--- config.mk ---
export PLATFORM = sky130hd
export DESIGN_NAME = alu_sequencer
export DESIGN_NICKNAME = d
export VERILOG_FILES = /design/src/rtl/alu_sequencer.sv
export SDC_FILE = /design/constraint.sdc
export NUM_CORES = 1
export LEC_CHECK = 0
export ABC_AREA = 1
export ABC_CLOCK_PERIOD_IN_PS = 2100
export CAP_MARGIN = 30
export CORE_MARGIN = 3
export CORE_UTILIZATION = 41
export DETAILED_ROUTE_END_ITERATION = 10
export PLACE_DENSITY = 0.82
export SYNTH_ARGS = -nofsm -noshare
export SYNTH_HDL_FRONTEND = slang
export SYNTH_SLANG_ARGS = --single-unit
--- constraint.sdc ---
create_clock -name clk -period 2.1 [get_ports clk]
set_input_delay 0.42 -clock clk [delete_from_list [all_inputs] [get_ports clk]]
set_output_delay 0.42 -clock clk [all_outputs]
set_load 0.02 [all_outputs]
--- src/rtl/alu_sequencer.sv ---
// alu_sequencer
//   Accepts one arithmetic operation per request handshake, steps the
//   selected execution unit (combinational adder, multi-cycle multiplier or
//   multi-cycle divider) and returns one result per response handshake.
//
// Ports
//   clk, reset                   clock (rising edge), synchronous active-high reset
//   req_valid/req_ready          request handshake
//   req_op, req_a, req_b         0 ADD, 1 MUL, 2 DIV, 3 NAND; 32-bit operands
//   resp_valid/resp_ready        response handshake
//   resp_data, resp_hi, resp_err result low word / MUL high word / error flag
//   alu_a, alu_b                 latched operands shared by all units
//   add_cin, add_sum             adder carry-in (tied 0) and sum
//   mul_reset, mul_lo, mul_hi, mul_finished   multiplier control / product
//   div_reset, div_quot, div_finished         divider control / quotient
module alu_sequencer #(
  parameter int TIMEOUT = 64,
  parameter int CNT_W   = 7
) (
  input  logic        clk,
  input  logic        reset,
  input  logic        req_valid,
  output logic        req_ready,
  input  logic [1:0]  req_op,
  input  logic [31:0] req_a,
  input  logic [31:0] req_b,
  output logic        resp_valid,
  input  logic        resp_ready,
  output logic [31:0] resp_data,
  output logic [31:0] resp_hi,
  output logic        resp_err,
  output logic [31:0] alu_a,
  output logic [31:0] alu_b,
  output logic        add_cin,
  input  logic [31:0] add_sum,
  output logic        mul_reset,
  input  logic [31:0] mul_lo,
  input  logic [31:0] mul_hi,
  input  logic        mul_finished,
  output logic        div_reset,
  input  logic [31:0] div_quot,
  input  logic        div_finished
);

  typedef enum logic [2:0] {
    S_IDLE,
    S_ISSUE,
    S_WAIT,
    S_EXEC,
    S_RESP
  } state_t;

  localparam logic [1:0] OP_ADD  = 2'd0;
  localparam logic [1:0] OP_MUL  = 2'd1;
  localparam logic [1:0] OP_DIV  = 2'd2;
  localparam logic [1:0] OP_NAND = 2'd3;

  localparam logic [CNT_W-1:0] CNT_LAST = CNT_W'(TIMEOUT - 1);

  state_t            state_q, state_d;
  logic [1:0]        op_q, op_d;
  logic [31:0]       a_q, a_d;
  logic [31:0]       b_q, b_d;
  logic [31:0]       data_q, data_d;
  logic [31:0]       hi_q, hi_d;
  logic              err_q, err_d;
  logic [CNT_W-1:0]  cnt_q, cnt_d;
  logic              unit_fin;

  assign unit_fin = (op_q == OP_MUL) ? mul_finished : div_finished;

  always_comb begin
    state_d = state_q;
    op_d    = op_q;
    a_d     = a_q;
    b_d     = b_q;
    data_d  = data_q;
    hi_d    = hi_q;
    err_d   = err_q;
    cnt_d   = cnt_q;
    unique case (state_q)
      S_IDLE: begin
        if (req_valid) begin
          op_d  = req_op;
          a_d   = req_a;
          b_d   = req_b;
          err_d = 1'b0;
          // Divide-by-zero never starts the divider; it is answered directly.
          if (req_op == OP_ADD || req_op == OP_NAND ||
              (req_op == OP_DIV && req_b == 32'd0)) begin
            state_d = S_EXEC;
          end else begin
            state_d = S_ISSUE;
          end
        end
      end
      S_EXEC: begin
        hi_d  = 32'd0;
        err_d = (op_q == OP_DIV);
        case (op_q)
          OP_ADD:  data_d = add_sum;
          OP_NAND: data_d = ~(a_q & b_q);
          default: data_d = 32'd0;
        endcase
        state_d = S_RESP;
      end
      S_ISSUE: begin
        cnt_d   = '0;
        state_d = S_WAIT;
      end
      S_WAIT: begin
        cnt_d = cnt_q + 1'b1;
        // The done flag may still be high from the previous operation during
        // the first WAIT cycle, so it is only trusted once the counter moved.
        if (cnt_q != '0 && unit_fin) begin
          data_d  = (op_q == OP_MUL) ? mul_lo : div_quot;
          hi_d    = (op_q == OP_MUL) ? mul_hi : 32'd0;
          err_d   = 1'b0;
          state_d = S_RESP;
        end else if (cnt_q == CNT_LAST) begin
          data_d  = 32'd0;
          hi_d    = 32'd0;
          err_d   = 1'b1;
          state_d = S_RESP;
        end
      end
      S_RESP: begin
        if (resp_ready) state_d = S_IDLE;
      end
      default: state_d = S_IDLE;
    endcase
  end

  always_ff @(posedge clk) begin
    if (reset) begin
      state_q <= S_IDLE;
      op_q    <= OP_ADD;
      a_q     <= 32'd0;
      b_q     <= 32'd0;
      data_q  <= 32'd0;
      hi_q    <= 32'd0;
      err_q   <= 1'b0;
      cnt_q   <= '0;
    end else begin
      state_q <= state_d;
      op_q    <= op_d;
      a_q     <= a_d;
      b_q     <= b_d;
      data_q  <= data_d;
      hi_q    <= hi_d;
      err_q   <= err_d;
      cnt_q   <= cnt_d;
    end
  end

  assign req_ready  = (state_q == S_IDLE) && !reset;
  assign resp_valid = (state_q == S_RESP);
  assign resp_data  = data_q;
  assign resp_hi    = hi_q;
  assign resp_err   = err_q;
  assign alu_a      = a_q;
  assign alu_b      = b_q;
  assign add_cin    = 1'b0;
  // A unit is released from reset only while it is the one being waited on.
  assign mul_reset  = reset || !(state_q == S_WAIT && op_q == OP_MUL);
  assign div_reset  = reset || !(state_q == S_WAIT && op_q == OP_DIV);

endmodule

Word level (Yosys, flattened, before mapping)
Index checks and enable logic that the tools add are counted.
- reduce and logical (&&, ||, !) cells: 24
- add/sub/neg operators: 1
- mux-type cells: 20
- bitwise gates (word level): 2
- equality and inequality tests: 13
- operators by type and width (cell ; count):
    $pmux W32 S2 ; 3
    $mux W32 ; 5
    $and A32 B32 Y32 ; 1
    $logic_not A32 Y1 ; 1
    $not A32 Y32 ; 1
    $pmux W3 S5 ; 1
    $pmux W7 S2 ; 1
    $mux W3 ; 4
    $eq A2 B2 Y1 const B ; 4
    $add A7 B1 Y7 const B ; 1
    $eq A7 B6 Y1 const B ; 1
    $reduce_bool A7 Y1 ; 1
    $eq A3 B2 Y1 const B ; 2
    $reduce_and A3 Y1 ; 2
    $logic_and A1 B1 Y1 ; 5
    $logic_not A2 Y1 ; 2
    $logic_or A1 B1 Y1 ; 4
    $mux W1 ; 4
    $reduce_and A2 Y1 ; 2
    $reduce_bool A2 Y1 ; 2
    $eq A3 B1 Y1 const B ; 1
    $eq A3 B3 Y1 const B ; 1
    $logic_not A1 Y1 ; 3
    $logic_not A3 Y1 ; 1
    other kinds (7) ; 7
- register bits: 141
- input port bits: 200
- output and inout bits: 134

Longest topological paths before layout
Gate-level depths: netlist of run 1.
- word-level depth: 6
- gate-level depth with buffers: 13
- depth with buffers taken out: 11

Worst setup path before layout of run 1
OpenSTA, ideal clock, no wires.
- path type: reg2reg
- start point: register op_q[1]
- end point: register data_q[22] (netlist: resp_data[22])
- slack: 0.396 ns
- data arrival time: 1.589 ns
- setup time: 0.115 ns
- buffers on the path: 3
- stages on the path, launching flop included: 13
- path through: dfxtp_1 -> inv_1 -> ha_1 -> buf_2 -> inv_2 -> nand2_1 -> nand2_1 -> nand2_1 -> nand3_1 -> nand2_2 -> buf_2 -> buf_6 -> o21a_1
- longest elaborated chain between the ends: 5
- ends and longest elaborated chain (what ; line ; RTL):
    start, declared ; 61 ; logic [1:0] op_q, op_d;
    start signal, assigned ; 146 ; op_q <= op_d;
    $eq A2 B1 Y1 ; 70, 116 ;
    $mux W1 ; 70 ; assign unit_fin = (op_q == OP_MUL) ? mul_finished : div_finished;
    $logic_and A1 B1 Y1 ; 115 ; if (cnt_q != '0 && unit_fin) begin
    $mux W32 or $ne A3 B3 Y1 (tied branches) ; -- ;
    $pmux W32 S2 or $reduce_and A2 Y1 (tied branches) ; -- ;
    end signal, assigned ; 149 ; data_q <= data_d;
    end, declared ; 64 ; logic [31:0] data_q, data_d;
Several ways; a longest one is shown, not always the timed one.
A chain may end at the register's enable or synchronous reset.

Worst setup path after layout of run 1
- start point: register state_q[2]
- end point: output port req_ready
- longest elaborated chain between the ends: 2
- ends and longest elaborated chain (what ; line ; RTL):
    start, declared ; 60 ; state_t state_q, state_d;
    start signal, assigned ; 145 ; state_q <= state_d;
    $logic_not A3 Y1 ; 156 ; assign req_ready = (state_q == S_IDLE) && !reset;
    $logic_and A1 B1 Y1 ; 156 ;
    end, declared ; 23 ; output logic req_ready,
Every way passes these cells.

==> flow_summary.json, run 1 <==
{
  "worst_pin_slew_ps": 640,
  "die_height_um": 134,
  "cpMostUsedCell": "nor2_1",
  "grt_usage_pct": 26.4,
  "synth_cells": 909,
  "h-tree-depth": 4,
  "synth.mux.area_fraction_pct": 4.78,
  "area_delta_synth_final_pct": 62.0,
  "wl_um": 24500,
  "worstHoldPathCells": 3,
  "wl_per_cell_um": 16.8,
  "cpPeakStageDelay_ps": 370,
  "period_share_pct": 91.5,
  "relSlewSlack_pct": 57.3,
  "required_ps": 1680,
  "grt_max_degree": 69,
  "r2r_slack_ps": 250,
  "place.detailed.hpwl_um": 18300,
  "final_cell_count_no_fill": 1453,
  "comb_power_share_pct": 31.6,
  "hold_end": "cnt_q[4]$_SDFFE_PP0P_",
  "pin_count": 334,
  "synth.ff_latch_count": 141,
  "avgSynthCellArea_um2": 7.37,
  "crit_path_top_delay_cell": "dfxtp_1",
  "crit_chain": "nor2_1 -> nand2_1 -> nor2_1 -> dlygate4sd2_1",
  "max_freq_ghz": 0.520,
  "path_class": "flip-flop to output port",
  "nNetsFinal": 1430,
  "synth_compound_area_share_pct": 26.3,
  "grt-ovfl-total": 0,
  "drive_gt1_share_pct": 6.72,
  "irDropWorstVdd_uv": 607,
  "vias_per_cell": 4.96,
  "power.leakage_nw": 4.20,
  "vias": 7203,
  "cts_sinks": 141,
  "cts_tree": "built",
  "coreArea_um2": 15900,
  "hold_start": "reset",
  "synth_simple_gate_area_share_pct": 12.7,
  "yosysUniqueCellTypes": 29,
  "finalSetupViolCount": 0,
  "seqPwrFrac_pct": 34.4,
  "grt_pass1_wl_um": 37100,
  "post-place-cells": 1419,
  "placed_area_um2": 10200,
  "synth_fa_ha_area_share_pct": 1.31,
  "clkPwrFrac_pct": 34.0,
  "grt_pass1_vias": 7026,
  "dieArea_um2": 17900,
  "fin_area_um2": 10900,
  "cp_max_fo": 5,
  "antenna_found_initial": 1,
  "r2r_cells": 6,
  "clkTransAtPathRegs_ps": 60,
  "synth-seq-area-share_pct": 42.1,
  "p_int_mw": 6.20,
  "status": "finished clean",
  "cap_violations": 0,
  "hold_violations": 0,
  "tns_ps": 0,
  "drv_slew": 0,
  "syn_nets": 1116,
  "reg2reg_to": "resp_data[19]$_SDFFE_PP0P_",
  "die_w_um": 134,
  "cts_root_buf": "clkbuf_16",
  "p_per_area_nw_per_um2": 832,
  "cts_hold_buf": 0,
  "synth_xor_area_share_pct": 0,
  "io_buffers": 332,
  "cp-start-kind": "flip-flop",
  "hp-class": "primary input to flip-flop",
  "period_needed_ps": 1920,
  "drc": 0,
  "fin_skew_ps": 10.6,
  "rsz0062_at_grt": "false",
  "synth_top_family_by_area": "compound AO/OA/AOI/OAI gates",
  "clk_latency_ps": 420,
  "p_sw_mw": 2.84,
  "initial_core_util_pct": 42.0,
  "num_rows": 46,
  "firstDrtPassIters": 5,
  "place.gp.congestion": 0.848,
  "netSwitchingFraction_pct": 31.5,
  "fillers": 1358,
  "end_kind": "output port",
  "r2r_start": "op_q[0]$_SDFFE_PP0P_",
  "synth_area_um2": 6700,
  "clk_path_buf_depth": 2,
  "drtIter0Drc": 461,
  "cp.arrival_ps": 1500,
  "detail-route-antenna-nets": 0,
  "numCtsBuffers": 17,
  "synth_warnings": 0
}
-- layer usage --
layer	GRT usage [%]	routed length, µm	up-vias
li1	-	-	3595
met1	30.7	9530	3260
met2	45.7	12100	292
met3	7.20	1920	56
met4	11.4	891	0
met5	0	0	-
-- worst max path at each step --
stage / from / endpoint / cells past startpoint
6_report: state_q[2]$_SDFFE_PP0P_ / req_ready / 4
3_3_place_gp: mul_finished / resp_data[31]$_SDFFE_PP0P_ / 9
4_1_cts: state_q[1]$_SDFFE_PP0P_ / mul_reset / 6
2_1_floorplan: op_q[1]$_SDFFE_PP0P_ / resp_data[22]$_SDFFE_PP0P_ / 12
3_5_place_dp: op_q[1]$_SDFFE_PP0P_ / resp_data[31]$_SDFFE_PP0P_ / 11
5_1_grt: state_q[2]$_SDFFE_PP0P_ / req_ready / 4
-- kinds of logic (layout without fill, tap and decap cells) --
kind of cell,after synthesis,count (layout)
mux,32,32
simple gates,212,212
buf+inv,204,531
fa+ha+maj,7,7
other cells,1,2
compound gates,312,312
flops,141,141
-- repair_timing --
item | in CTS | in global routing
pin swaps | 0 | 1
endpoints found under the setup margin | 4 | 2
buffers inserted | 0 | 1
resized for setup | 6 | 4
-- cell usage after synthesis (all sizes together) --
| cell type | count | area (µm²) |
|---|---|---|
| dfxtp | 141 | 2820 |
| o21a | 32 | 240 |
| o21ai | 104 | 521 |
| a221oi | 1 | 8.76 |
| or2 | 3 | 18.8 |
| o22ai | 32 | 263 |
| o221a | 1 | 11.3 |
| nand2 | 160 | 613 |
| buf | 33 | 214 |
| o21bai | 1 | 7.51 |
| inv | 144 | 541 |
| nand3 | 11 | 55.1 |
| ha | 7 | 87.6 |
| conb | 1 | 3.75 |
| a211oi | 2 | 15.0 |
| a21oi | 139 | 696 |
| clkbuf | 27 | 101 |
| nor3b | 1 | 7.51 |
| mux2i | 32 | 320 |
| nor2 | 37 | 156 |
-- critical path: cells and delay by family, from the launching register on --
family | cells | cell delay, ps
simple gates | 3 | 380
flops | 1 | 370
buf+inv | 1 | 340
-- cell type report --
cell class,count,area [µm²],area share (%)
Timing Repair Buffer,355,3570,32.8
Multi-Input combinational cell,564,3050,28.1
Sequential cell,141,2820,26.0
Inverter,144,543,5.00
Clock buffer,21,460,4.24
Tap cell,216,270,2.49
Clock inverter,11,141,1.30
Antenna cell,1,2.50,0.0230
-- placed cells by master (no fill, tap or decap), types with 3 or more instances in the layout --
master             n
inv_2              4
clkdlybuf4s50_1  327
nand3_1           10
dfxtp_1          141
bufinv_16          3
ha_1               6
mux2i_1           32
nor2_1            34
nand2_1          157
or2_2              3
o21a_1            32
buf_4             16
o21ai_0          104
buf_12             7
a21oi_1          139
clkinvlp_4         3
clkinv_2           4
inv_1            139
o22ai_1           22
o22ai_2           10
clkbuf_16         17
-- through the flow --
step                power [mW]  util [%]  hold slack (ps)  setup WS (ps)
floorplan                 4.69         -              459            396
global placement          5.95      64.3              450            201
detailed placement        5.99      64.3              453            162
CTS                       9.07      68.1              392           31.3
global route              9.45      68.1              412           82.6
finish                    9.04      68.1              408            179
-- power groups by stage --
stage	clock [mW]	sequential, mW	combinational, mW
after global routing	3.24	3.14	3.08
final	3.08	3.11	2.86
after CTS	3.12	3.11	2.85
after floorplan	0	3.45	1.23
after detailed placement	0	3.16	2.83
after global placement	0	3.15	2.80
-- state kept, by name, indices dropped and copies added (netlist names) --
register	count
alu_a	32
alu_b	32
cnt_q	7
op_q	2
resp_data	32
resp_err	1
resp_hi	32
state_q	3
(Power assumes the default switching activity.)
==> run 2, diff against run 1 <==
- ABC_AREA: 1 -> not set
==> flow_summary.json, run 2 <==
{
  "hold_violations": 0,
  "r2r_cells": 7,
  "hold_end": "alu_a[5]$_SDFFE_PP0P_",
  "grt_usage_pct": 28.4,
  "synth-edff-count": 0,
  "io_buffers": 332,
  "clkTransAtPathRegs_ps": 60,
  "p_sw_mw": 2.36,
  "holdWs_ps": 472,
  "cp_max_fo": 11,
  "detail-route-antenna-nets": 0,
  "grt-ovfl-total": 0,
  "cts_sinks": 141,
  "reg2reg_to": "resp_hi[23]$_SDFFE_PP0P_",
  "cpPeakStageDelay_ps": 350,
  "h-tree-depth": 4,
  "worst_slack_ps": 95.5,
  "nNetsFinal": 1286,
  "area_delta_synth_final_pct": 65.5,
  "drv_slew": 0,
  "hold_start": "alu_a[5]$_SDFFE_PP0P_",
  "end_kind": "output port",
  "synthMostInstantiatedCell": "nand2_1",
  "synth.top_cell.area_share_pct": 42.5,
  "fin_skew_ps": 10.7,
  "synth_fa_ha_area_share_pct": 1.32,
  "vias": 7148,
  "synth_area_um2": 6650,
  "status": "finished clean",
  "r2r_start": "op_q[1]$_SDFFE_PP0P_",
  "irDropWorstVdd_uv": 630,
  "synth-seq-area-share_pct": 42.5,
  "netSwitchingFraction_pct": 28.8,
  "grt_pass1_vias": 7048,
  "cap_violations": 0,
  "hp-class": "flip-flop to flip-flop",
  "synth.mux.area_fraction_pct": 5.78,
  "synth_warnings": 0,
  "period_share_pct": 95.5,
  "wl_per_cell_um": 20.2,
  "synth_xor_area_share_pct": 0,
  "die_w_um": 133,
  "synth_simple_gate_area_share_pct": 17.4,
  "synth_top_family_by_area": "compound AO/OA/AOI/OAI gates",
  "synth_compound_area_share_pct": 26.9,
  "synthArstFlopShare_pct": 0,
  "comb_power_share_pct": 25.7,
  "crit_family": "buffers and inverters",
  "grt_pass1_wl_um": 39800,
  "synth_cells": 745,
  "period_needed_ps": 2000,
  "drtIter0Drc": 379,
  "synth.largest_area_cell": "dfxtp_1",
  "die_height_um": 133,
  "cts_tree": "built",
  "crit_path_top_delay_cell": "dfxtp_1",
  "post-place-ws_ps": -257,
  "r2r_slack_ps": 120,
  "final_cell_mix": "327 x clkdlybuf4s50_1, 172 x nand2_1, 141 x dfxtp_1",
  "p_per_area_nw_per_um2": 746,
  "antenna_found_initial": 1,
  "worstHoldPathCells": 2,
  "final_common_cell": "clkdlybuf4s50_1",
  "p_int_mw": 5.85,
  "pin_count": 334,
  "synth.ff_latch_count": 141,
  "max_freq_ghz": 0.499,
  "grt_max_degree": 55,
  "drive_gt1_share_pct": 14.8,
  "avgSynthCellArea_um2": 8.92,
  "synthTopCellsByArea": "dfxtp_1 42%, nand2_1 9.8%, a22o_1 8.6%, a211oi_2 5.6%, a21oi_1 5.6%",
  "wl_um": 26300,
  "clkPwrFrac_pct": 38.3,
  "num_rows": 45,
  "path_class": "flip-flop to output port",
  "syn_nets": 952,
  "synth_ff_type": "dfxtp_1",
  "utilization_pct": 70.8,
  "worst_pin_slew_ps": 694,
  "numCtsBuffers": 17,
  "cpMostUsedCell": "buf_4",
  "cp.arrival_ps": 1580,
  "seqPwrFrac_pct": 36.1,
  "coreArea_um2": 15500,
  "place.gp.congestion": 0.862,
  "vias_per_cell": 5.49,
  "clk_latency_ps": 420,
  "cp-start-kind": "flip-flop",
  "yosysUniqueCellTypes": 52,
  "cts_root_buf": "clkbuf_16",
  "dieArea_um2": 17800,
  "clk_path_buf_depth": 2,
  "power.leakage_nw": 3.91,
  "crit_chain": "buf_4 -> buf_4 -> and2_1 -> dlygate4sd2_1",
  "drc": 0,
  "synth_common_cells": "173 x nand2_1, 141 x dfxtp_1, 75 x a21oi_1",
  "n_antenna_cell": 0,
  "required_ps": 1680,
  "critPathBufInv": 3,
  "place.detailed.hpwl_um": 19000,
  "firstDrtPassIters": 5,
  "rsz0062_at_grt": "false",
  "initial_core_util_pct": 42.8,
  "relSlewSlack_pct": 53.8,
  "finalSetupViolCount": 0,
  "path_depth": 4
}
[run 2: cell count changes after synthesis, moves of 21 or more]
cell      delta
a211oi_2    +30
a21oi_1     -64
a22o_1      +65
a22oi_1     +32
inv_1      -134
mux2_2      +32
mux2i_1     -31
nor2_1      -21
nor3_1      +38
o21a_1      -30
o21ai_0     -93
o22ai_1     -22
[run 2: what timing repair did]
action / 4_1_cts / 5_1_grt
gates resized for setup: 13 / 8
setup buffers: 1 / 1
endpoints found under the hold margin: 0 / 0
hold buffers: 0 / 0
endpoints found under the setup margin: 4 / 32
pin swaps: 0 / 1
gates cloned: 0 / 1
[run 2: layout make-up]
cell class / count / area [µm²]
Fill cell: 1176 / 4540
Timing Repair Buffer: 381 / 3830
Multi-Input combinational cell: 531 / 3440
Sequential cell: 141 / 2820
Clock buffer: 19 / 453
Tap cell: 211 / 264
Clock inverter: 13 / 163
Inverter: 7 / 26.3
[run 2: how the worst max path moves through the flow]
stage / startpoint / end / slack, ps
floorplan: op_q[1]$_SDFFE_PP0P_ / resp_data[10]$_SDFFE_PP0P_ / 260
finish: state_q[2]$_SDFFE_PP0P_ / resp_valid / 100
global placement: mul_finished / resp_hi[13]$_SDFFE_PP0P_ / -350
CTS: state_q[1]$_SDFFE_PP0P_ / mul_reset / 20
detailed placement: req_op[1] / state_q[1]$_SDFFE_PP0P_ / -260
global route: state_q[2]$_SDFFE_PP0P_ / resp_valid / 4
[run 2: tightest hold or removal path: stages, from the launching register on]
cell and delay [ps]:
dfxtp_1 320, nand2_1 60, a21oi_1 50
[run 2: logic make-up (layout without fill, tap and decap cells)]
logic type,after synthesis,count (layout)
multiplexers,34,34
adder cells (fa/ha/maj),7,7
other,1,1
buffers and inverters,73,420
flip-flops,141,141
AO/OA/AOI/OAI,229,229
AND/OR/NAND/NOR,260,260
[run 2: per-stage QoR]
| step | cells | setup TNS, ps | instance area, µm² | total power, mW |
|---|---|---|---|---|
| CTS | 1301 | 0 | 11000 | 8.24 |
| global route | 1303 | 0 | 11000 | 8.50 |
| global placement | 1267 | -11460 | 10300 | 5.05 |
| finish | 1303 | 0 | 11000 | 8.21 |
| detailed placement | 1268 | -1130 | 10300 | 5.09 |
| floorplan | 745 | 0 | 6650 | 4.04 |
[run 2: routing by layer]
layer,GRT usage (%),part of all wire (%),vias to the layer above
met4,11.0,3.2,2
li1,-,-,3356
met5,0,0.049,-
met1,32.2,38,3389
met3,10.2,9.6,54
met2,49.1,49,347
[run 2: power groups by stage]
stage / logic, mW / registers [mW] / clock network, mW
2_1_floorplan: 0.860 / 3.18 / 0
3_3_place_gp: 2.04 / 3.01 / 0
3_5_place_dp: 2.08 / 3.01 / 0
4_1_cts: 2.10 / 2.96 / 3.18
5_1_grt: 2.24 / 2.98 / 3.28
6_report: 2.11 / 2.96 / 3.14
==> run 3, diff against run 2 <==
--- a/config.mk
+++ b/config.mk
@@ -6,8 +6,10 @@
 export NUM_CORES = 1
 export LEC_CHECK = 0
+export ABC_AREA = 1
 export ABC_CLOCK_PERIOD_IN_PS = 2100
 export CAP_MARGIN = 30
 export CORE_MARGIN = 3
 export CORE_UTILIZATION = 41
+export CTS_CLUSTER_DIAMETER = 80
 export DETAILED_ROUTE_END_ITERATION = 10
 export PLACE_DENSITY = 0.82
==> constraint.sdc (replaced) <==
create_clock -name clk -period 2.1 [get_ports clk]
set_input_delay 0.42 -clock clk [delete_from_list [all_inputs] [get_ports clk]]
set_output_delay 0.42 -clock clk [all_outputs]
set_load 0.005 [all_outputs]
==> flow_summary.json, run 3 (synthesis results as in run 1) <==
{
  "status": "finished clean",
  "wl_um": 24900,
  "seq_area_um2": 2830,
  "p_sw_mw": 2.57,
  "wl_met3_um": 1930,
  "place.detailed.hpwl_um": 18500,
  "vias": 7283,
  "grt-ovfl-total": 0,
  "highest_layer": "met4",
  "cap_violations": 0,
  "seqPwrFrac_pct": 36.5,
  "drc": 0,
  "worst_slack_ps": 85.0,
  "crit_family": "buffers and inverters",
  "multi_input_area_um2": 3060,
  "grt_pass1_wl_um": 37900,
  "tns_ps": 0,
  "netSwitchingFraction_pct": 30.1,
  "p_int_mw": 5.96,
  "hold_violations": 0,
  "cts_root_buf": "clkbuf_16",
  "post-place-ws_ps": 166,
  "grt_max_degree": 66,
  "cts_tree": "built",
  "cp-start-kind": "flip-flop",
  "irDropWorstVdd_uv": 645,
  "antenna_found_initial": 2,
  "h-tree-depth": 4,
  "crit_chain": "nor2_2 -> nand2_1 -> nor2_1 -> clkdlybuf4s50_1",
  "required_ps": 1680,
  "dieArea_um2": 17900,
  "pin_count": 334,
  "firstDrtPassIters": 7,
  "hp-class": "flip-flop to flip-flop",
  "final_common_cell": "clkdlybuf4s50_1",
  "cp.arrival_ps": 1590,
  "wl_met1_um": 9660,
  "comb_power_share_pct": 30.3,
  "power.leakage_nw": 4.18,
  "grt_usage_pct": 27.0,
  "die_w_um": 134,
  "drtIter0Drc": 426,
  "detail-route-antenna-nets": 0,
  "drive_gt1_share_pct": 6.80,
  "final_cell_mix": "329 x clkdlybuf4s50_1, 157 x nand2_1, 139 x inv_1, 139 x a21oi_1, 138 x dfxtp_1",
  "utilization_pct": 68.0,
  "nNetsFinal": 1429,
  "rsz0062_at_grt": "false",
  "area_delta_synth_final_pct": 61.7,
  "period_needed_ps": 2010,
  "vias_per_cell": 5.01,
  "io_buffers": 332,
  "fillers": 1336,
  "cp_max_fo": 5,
  "initial_core_util_pct": 42.0,
  "cpPeakStageDelay_ps": 500,
  "drv_slew": 0,
  "cts_hold_buf": 0,
  "wl_met2_um": 12400,
  "clkTransAtPathRegs_ps": 60,
  "clkPwrFrac_pct": 33.2,
  "coreArea_um2": 15900,
  "die_height_um": 134,
  "numCtsBuffers": 17,
  "grt_pass1_vias": 7054,
  "path_class": "flip-flop to output port",
  "critPathBufInv": 1,
  "fin_skew_ps": 10.7,
  "num_rows": 46,
  "p_per_area_nw_per_um2": 787,
  "crit_path_top_delay_cell": "clkdlybuf4s50_1",
  "max_freq_ghz": 0.496,
  "cts_sinks": 141,
  "end_kind": "output port",
  "period_share_pct": 96.0,
  "clk_latency_ps": 420,
  "place.gp.congestion": 0.868,
  "finalSetupViolCount": 0,
  "clk_path_buf_depth": 2,
  "wl_per_cell_um": 17.1
}
[run 3: cell count changes in the layout (fill, tap and decap cells not counted), moves of 21 or more]
cell | previous run | this run
a211oi_2 | 30 | 0
a21oi_1 | 75 | 139
a22o_1 | 65 | 0
a22oi_1 | 32 | 0
buf_4 | 37 | 14
inv_1 | 6 | 139
mux2_2 | 32 | 0
mux2i_1 | 1 | 32
nor2_1 | 11 | 32
nor3_1 | 38 | 0
o21a_1 | 2 | 32
o21ai_0 | 11 | 104
o22ai_1 | 0 | 22
[run 3: power by group through the flow]
stage,clock network [mW],logic [mW],registers (mW)
final,2.84,2.58,3.11
after global routing,3.00,2.80,3.14
after CTS,2.88,2.58,3.11
after detailed placement,0,2.55,3.16
after global placement,0,2.50,3.15
after floorplan,0,1.22,3.17
[run 3: area by class of cell]
class                           instances  area share, %
Clock inverter                         10          0.843
Tap cell                              216           2.49
Inverter                              144           5.01
Clock buffer                           22           4.28
Antenna cell                            2         0.0462
Timing Repair Buffer                  354           33.0
Multi-Input combinational cell        564           28.2
Sequential cell                       141           26.1
[run 3: final timing paths]
path	cells past startpoint	start	to	slack (ps)
max	4	state_q[2]$_SDFFE_PP0P_	req_ready	90
min	2	resp_hi[6]$_SDFFE_PP0P_	resp_hi[6]$_SDFFE_PP0P_	460
max reg2reg	11	op_q[1]$_SDFFE_PP0P_	resp_data[11]$_SDFFE_PP0P_	240
min reg2reg	2	resp_hi[6]$_SDFFE_PP0P_	resp_hi[6]$_SDFFE_PP0P_	460
[run 3: worst register-to-register path, delay by kind of cell (launching register included)]
kind / cells / cell delay [ps]
buf+inv: 4 / 500
fa+ha+maj: 1 / 240
compound gates: 2 / 310
flops: 1 / 330
simple gates: 4 / 350
[run 3: what timing repair did]
item                                    in CTS  in global routing
pin swaps                                    1                  0
gates resized for setup                      5                  4
setup buffers                                1                  0
endpoints found under the setup margin       2                  2
cloned                                       0                  0
[run 3: routing by layer]
metal  up-vias  global-route usage, %
li1       3580                      -
met1      3330                   31.2
met2       314                   47.1
met3        59                   7.61
met4         0                   10.7
met5         -                      0
[run 3: per-stage QoR]
| stage | instance area (µm²) | hold WS [ps] | power, mW | cells |
|---|---|---|---|---|
| 2_1_floorplan | 6700 | 455 | 4.39 | 909 |
| 3_3_place_gp | 10300 | 449 | 5.65 | 1418 |
| 3_5_place_dp | 10300 | 451 | 5.71 | 1418 |
| 4_1_cts | 10800 | 460 | 8.57 | 1451 |
| 5_1_grt | 10800 | 471 | 8.94 | 1453 |
| 6_report | 10800 | 461 | 8.53 | 1453 |
